$ cat config.mk
export PLATFORM = sky130hd
export DESIGN_NAME = enc_8to3_seq
export DESIGN_NICKNAME = d
export VERILOG_FILES = /design/src/rtl/enc_8to3_seq.sv
export SDC_FILE = /design/constraint.sdc
export NUM_CORES = 1
export LEC_CHECK = 0
export CAP_MARGIN = 30
export CORE_ASPECT_RATIO = 1.25
export CORE_MARGIN = 5
export CORE_UTILIZATION = 48
export DETAILED_ROUTE_END_ITERATION = 8
export GPL_TIMING_DRIVEN = 0
export PLACE_DENSITY = 0.85
export SLEW_MARGIN = 20
export SYNTH_ARGS = -nofsm -noshare
export SYNTH_HDL_FRONTEND = slang
export SYNTH_SLANG_ARGS = --single-unit
$ cat constraint.sdc
create_clock -name clk -period 2.2 [get_ports clk]
set_input_delay 0.22 -clock clk [delete_from_list [all_inputs] [get_ports clk]]
set_output_delay 0.22 -clock clk [all_outputs]
set_load 0.05 [all_outputs]
$ cat src/rtl/enc_8to3_seq.sv
// Sequential 8-to-3 encoder: latches a vector and emits one beat per set bit.
// Optional ENC_ZERO_FLAG_EN turns an all-zero vector into a single zero beat.
module enc_8to3_seq #(
  parameter int LSB_FIRST = 1
) (
  input  logic       clk,
  input  logic       rst_n,
  input  logic       en,
  input  logic       in_valid,
  input  logic [7:0] a,
  output logic       in_ready,
  output logic       out_valid,
  input  logic       out_ready,
  output logic [2:0] out,
  output logic       out_last,
  output logic [3:0] cnt,
  output logic       zero
);

  typedef enum logic {
    IDLE = 1'b0,
    SCAN = 1'b1
  } state_t;

  state_t     r_state;
  state_t     w_state_nxt;
  logic [7:0] r_pend;
  logic [7:0] w_pend_nxt;
  logic [3:0] r_cnt;
  logic [3:0] w_cnt_nxt;
  logic [3:0] w_pop;
  logic [2:0] w_idx;
  logic       w_one;
  logic       w_scan;
  logic       w_last;
  logic       w_zero;

  assign w_scan = (r_state == SCAN);

  always_comb begin
    w_pop = 4'd0;
    for (int i = 0; i < 8; i++) begin
      w_pop = w_pop + {3'd0, a[i]};
    end
  end

  // Later loop iterations win, so scan direction picks the priority end.
  always_comb begin
    w_idx = 3'd0;
    if (LSB_FIRST != 0) begin
      for (int i = 7; i >= 0; i--) begin
        if (r_pend[i]) w_idx = 3'(i);
      end
    end else begin
      for (int i = 0; i < 8; i++) begin
        if (r_pend[i]) w_idx = 3'(i);
      end
    end
  end

  assign w_one = (r_pend != 8'd0) &&
                 ((r_pend & (r_pend - 8'd1)) == 8'd0);

`ifdef ENC_ZERO_FLAG_EN
  logic r_zero;
  logic w_zero_nxt;

  assign w_zero = r_zero;
`else
  assign w_zero = 1'b0;
`endif

  assign w_last = w_scan & (w_one | w_zero);

  always_comb begin
    w_state_nxt = r_state;
    w_pend_nxt  = r_pend;
    w_cnt_nxt   = r_cnt;
`ifdef ENC_ZERO_FLAG_EN
    w_zero_nxt  = r_zero;
`endif
    if (en) begin
      unique case (r_state)
        IDLE: begin
          if (in_valid) begin
            w_pend_nxt = a;
            w_cnt_nxt  = w_pop;
`ifdef ENC_ZERO_FLAG_EN
            w_zero_nxt  = (a == 8'd0);
            w_state_nxt = SCAN;
`else
            if (a != 8'd0) w_state_nxt = SCAN;
`endif
          end
        end
        SCAN: begin
          if (out_ready) begin
            w_pend_nxt = r_pend & ~(8'd1 << w_idx);
            if (w_last) begin
              w_state_nxt = IDLE;
`ifdef ENC_ZERO_FLAG_EN
              w_zero_nxt  = 1'b0;
`endif
            end
          end
        end
        default: w_state_nxt = IDLE;
      endcase
    end
  end

  always_ff @(posedge clk or negedge rst_n) begin
    if (!rst_n) begin
      r_state <= IDLE;
      r_pend  <= 8'd0;
      r_cnt   <= 4'd0;
    end else begin
      r_state <= w_state_nxt;
      r_pend  <= w_pend_nxt;
      r_cnt   <= w_cnt_nxt;
    end
  end

`ifdef ENC_ZERO_FLAG_EN
  always_ff @(posedge clk or negedge rst_n) begin
    if (!rst_n) r_zero <= 1'b0;
    else        r_zero <= w_zero_nxt;
  end
`endif

  assign in_ready  = rst_n & en & ~w_scan;
  assign out_valid = en & w_scan;
  assign out       = w_idx;
  assign out_last  = w_last;
  assign cnt       = r_cnt;
  assign zero      = w_scan & w_zero;

endmodule

# == Word-level counts from Yosys, hierarchy flattened ==
# Cells that the tools add are included.
# word_totals
register_bits,13
latch_bits,0
ramBits,0
mem_bits_ro,0
out_inout_bits,11
word_cells,44
n_memories,0
# op_classes
n_addsub,8
mul,0
n_div,0
order_cmp,0
eq_ne,2
shift,1
muxes,16
bitwise,8
reduce_logical,6
# op_table
cell,n
3-bit two-way mux,8
4-bit by 1-bit adder with 4-bit output,4
8-bit bitwise AND,2
8-bit two-way mux,2
8-bit one-hot mux with 2 select lines,1
8-bit nonzero test,2
8-bit zero test,1
8-bit inverter,1
1-bit by 3-bit left shift with 8-bit output (first input constant),1
8-bit by 1-bit subtractor with 8-bit output (second input constant),1
3-bit AND reduction,2
3-bit by 1-bit adder with 4-bit output,1
1-bit bitwise AND,4
1-bit two-way mux,4
2-bit != test (second input constant),2
2-bit by 1-bit adder with 3-bit output,1
1-bit by 1-bit adder with 2-bit output,1
1-bit one-hot mux with 2 select lines,1
1-bit logical AND,1
1-bit inverter,1

# == Depth between registers and ports, before layout ==
# Gate-level depths: netlist of the first run.
# depth
depth_word,13
depth_mapped,10
ltp_nobuf,10

# == Worst setup path before layout of the first run ==
# No wires, ideal clock.
# synth_timing
kind,input -> register
from,in a[0]
to,"reg r_cnt[2], in the netlist cnt[2]"
t_arrival_ns,2.467
required_time_ns,2.065
path_slack_ns,-0.401
cell_stages,10
path_buffers,0
path_cell_list,fa_1 -> inv_1 -> fa_1 -> fa_1 -> inv_1 -> ha_1 -> inv_1 -> fa_1 -> xor2_1 -> o21ai_1
# synth_between
elab_chain_len,7
# synth_rtl
element,line,rtl
"start, declared",10,"input logic [7:0] a,"
1-bit by 1-bit adder with 2-bit output,43,"w_pop = w_pop + {3'd0, a[i]};"
2-bit by 1-bit adder with 3-bit output,43,
3-bit by 1-bit adder with 4-bit output,43,
4-bit by 1-bit adder with 4-bit output (4 in a row),43,
"end signal, assigned",120,r_cnt <= w_cnt_nxt;
"end, declared",29,logic [3:0] r_cnt;
# No other way between the ends.
# A chain may end at the register's enable or synchronous reset.

# == Final worst setup path of the first run ==
# layout_timing
from,in a[1]
to,"reg r_cnt[1], in the netlist cnt[1]"
# The elaborated chain is that of the path after synthesis.

==> results of run 1 <==
-- power breakdown --
part	switching [mW]	total, mW	internal (mW)
Clock	0.0813	0.152	0.0704
Sequential	0.121	0.463	0.342
Combinational	0.777	1.26	0.486
Total	0.979	1.88	0.899
-- worst min-delay path by stage --
stage | end | slack [ps] | depth (start not counted)
floorplan | cnt[0] | -80 | 0
global placement | cnt[0] | 470 | 2
detailed placement | cnt[0] | 470 | 2
CTS | cnt[3] | 80 | 1
global route | r_pend[1] | 110 | 1
finish | r_pend[1] | 50 | 1
-- per-stage QoR --
stage                     setup TNS (ps)  std cells  instance area, um2  worst slack (ps)
after global placement             -3880        153                1220              -969
after global routing                -972        163                1340              -303
final                               -780        163                1340              -266
after detailed placement           -4060        153                1220              -978
after CTS                          -1190        159                1260              -361
after floorplan                     -945        111                 973              -401
-- cell usage after synthesis, types with 2 or more instances --
cell	count
o31ai_1	2
o211ai_2	2
fa_1	4
xor2_1	2
a22oi_1	2
nand2_1	9
dfrtp_1	13
and2_1	2
a22o_1	3
and3_1	2
inv_1	14
nor4b_1	2
o21ai_0	3
nor2_1	10
o21ai_1	5
clkbuf_1	2
a21oi_1	7
nor3_1	2
nand3_1	2
ha_1	4
-- registers in the layout, summed over array words and instances (netlist names) --
name	flops
r_pend	8
cnt	4
r_state	1
-- final cells by class --
class	count	area [um2]	area share [%]
flip-flops and latches	13	328	24.5
multi-input cells	78	611	45.6
clock buffers	4	26.3	1.96
repair buffers	29	274	20.5
well taps	20	25.0	1.87
inverters	15	56.3	4.21
plain buffers	4	18.8	1.40
-- cells by family after synthesis --
group / Yosys count / synth area share [%]
flip-flops: 13 / 33.4
multiplexers: 1 / 1.16
AO/OA/AOI/OAI: 30 / 21.0
adder cells (fa/ha/maj): 9 / 14.4
AND/OR/NAND/NOR: 35 / 19.0
other: 1 / 0.385
buffers and inverters: 20 / 8.87
XOR/XNOR: 2 / 1.80
-- layer usage --
| metal | vias to the layer above | global-route usage [%] | wire length, um |
|---|---|---|---|
| li1 | 445 | - | - |
| met1 | 433 | 17.5 | 922 |
| met2 | 38 | 32.5 | 1330 |
| met3 | 8 | 3.19 | 144 |
| met4 | 0 | 10.1 | 81 |
| met5 | - | 0 | 0 |
-- timing repair --
item                                    4_1_cts  5_1_grt
gates resized for setup                      31       21
endpoints found under the setup margin        9        8
buffers inserted                              2        5
pin swaps                                     5        5
==> run_results.csv, run 1 <==
group,metric,value,unit
placement,dp_hpwl,1880,um
worst_setup_path,end_kind,"register",
clock_tree,clock_latency,280,ps
worst_setup_path,r2r_end,"r_pend[6]",
sta,setup_violations,4,
sta,timing.final.crit_period,2470,ps
clock_tree,h-tree-depth,1,
sta,slew_headroom,59.2,%
synth,synth_enable_flop_cells,0,
sta,timing.final.crit_share,112,%
floorplanning,pin_count,24,
worst_setup_path,worstPathArrival,2620,ps
worst_setup_path,critPathBufInv,4,
power,ir_drop,1.13,mV
global_route,grt_max_degree,15,
power,power_density,1400,nW/um2
sta,fin_worst_skew,2.41,ps
final_layout,nNetsFinal,165,
placement,portBuffers,22,
worst_setup_path,crit_top_cell,"fa_1",
synth,yosys.area.top_type_share,33.4,%
clock_tree,numCtsBuffers,3,
sta,setup_ws,-266,ps
final_layout,area_delta_synth_final,37.5,%
placement,place.gp.congestion,0.855,
worst_setup_path,reg2reg_depth,4,
sta,hold_violations,0,
route,dr.pass1.iters,4,
route,vias,924,
synth,ys_seq_area_share,33.4,%
floorplanning,core_area,1960,um2
clock_tree,cts_tree,"yes",
route,via_per_inst,5.67,
sta,tightest_slew,613,ps
clock_tree,clock_sinks,13,
worst_setup_path,crit_cells,10,
worst_setup_path,worstSetupEndpoint,"cnt[1]",
run_status,violations,"negative setup slack",
final_layout,diodes,0,
final_layout,drive_gt1_share,25.2,%
worst_setup_path,worstPathCellList,"buf_8, fa_1, inv_1, fa_1, fa_1, inv_2, ha_4, inv_2, fa_2, o21ai_2",
hold_path,hold_path.class,"in -> async",
floorplanning,fp.dieArea,3030,um2
worst_setup_path,rrSetupSlack,370,ps
floorplanning,die_w,50.3,um
clock_tree,clockBufferDepth,2,
global_route,grt_pass1_wl,3960,um
floorplanning,start_util,49.7,%
route,routed_wl,2480,um
job,drv_cap,0,
synth,netlist_area,973,um2
clock_tree,clkSlewWorstSetupHoldPaths,80,ps
sta,fin_hold_ws,50.2,ps
sta,rsz0062_at_grt,"true",
route,drt-initial-drc-count,26,
global_route,grt_overflow,0,
worst_setup_path,critPathMaxStageDelay,530,ps
synth,ys_ff_latch,13,
synth,ys_types,39,
route,ant_nets,0,
power,p_total,1.88,mW
worst_setup_path,timing.rr.start,"r_pend[2]",
floorplanning,row_count,18,
clock_tree,cts_root_buffer,"clkbuf_4",
final_layout,final_util,68.3,%
worst_setup_path,cp_top_family,"adder cells",
synth,syn_nets,132,
global_route,antenna_found_initial,0,
power,leakage,0.648,nW
final_layout,num-fill-cells,158,
worst_setup_path,crit_fanout,2,
final_layout,final_cell_mix,"inv_1 (12), clkdlybuf4s50_1 (12), dfrtp_1 (11)",
clock_tree,cts_hold_buf,0,
global_route,first_global_vias,912,
synth,synth_area_per_cell,8.77,um2
synth,ys.flop_type,"dfrtp_1",
run_status,status,"complete, but fails checks",
worst_setup_path,worstSetupPathType,"in -> reg",
floorplanning,dieHeight,60.4,um
worst_setup_path,startpoint_type,"primary input",
synth,ys_top_cells_by_area,"dfrtp_1 (33%), fa_1 (8.2%), inv_1 (5.4%)",
worst_setup_path,critPathSlowestCell,"fa_2",
global_route,grtUsageTotal,17.2,%
worst_setup_path,required,2360,ps
route,drc,0,
worst_setup_path,crit_path_start,"a[1]",
synth,yosysTopAreaCell,"dfrtp_1",
route,detail_route.wl_per_cell,15.2,um
synth,netlist_instances,111,
sta,fmax,406,MHz
sta,finalMaxSlewViolations,0,
synth,yosysWarnings,0,
synth,async_flop_share,100,%
Power figures use the tool's default switching activity.
==> inputs of run 2 (changes only) <==
Settings changed: GPL_ROUTABILITY_DRIVEN set to 0.
==> results of run 2 <==
No change in the layout: final DEF, timing and power equal those of run 1.
==> inputs of run 3 (changes only) <==
Settings changed: CAP_MARGIN 30 to 20, CTS_CLUSTER_SIZE set to 40.
==> results of run 3 <==
No change in the layout: final DEF, timing and power equal those of run 1.
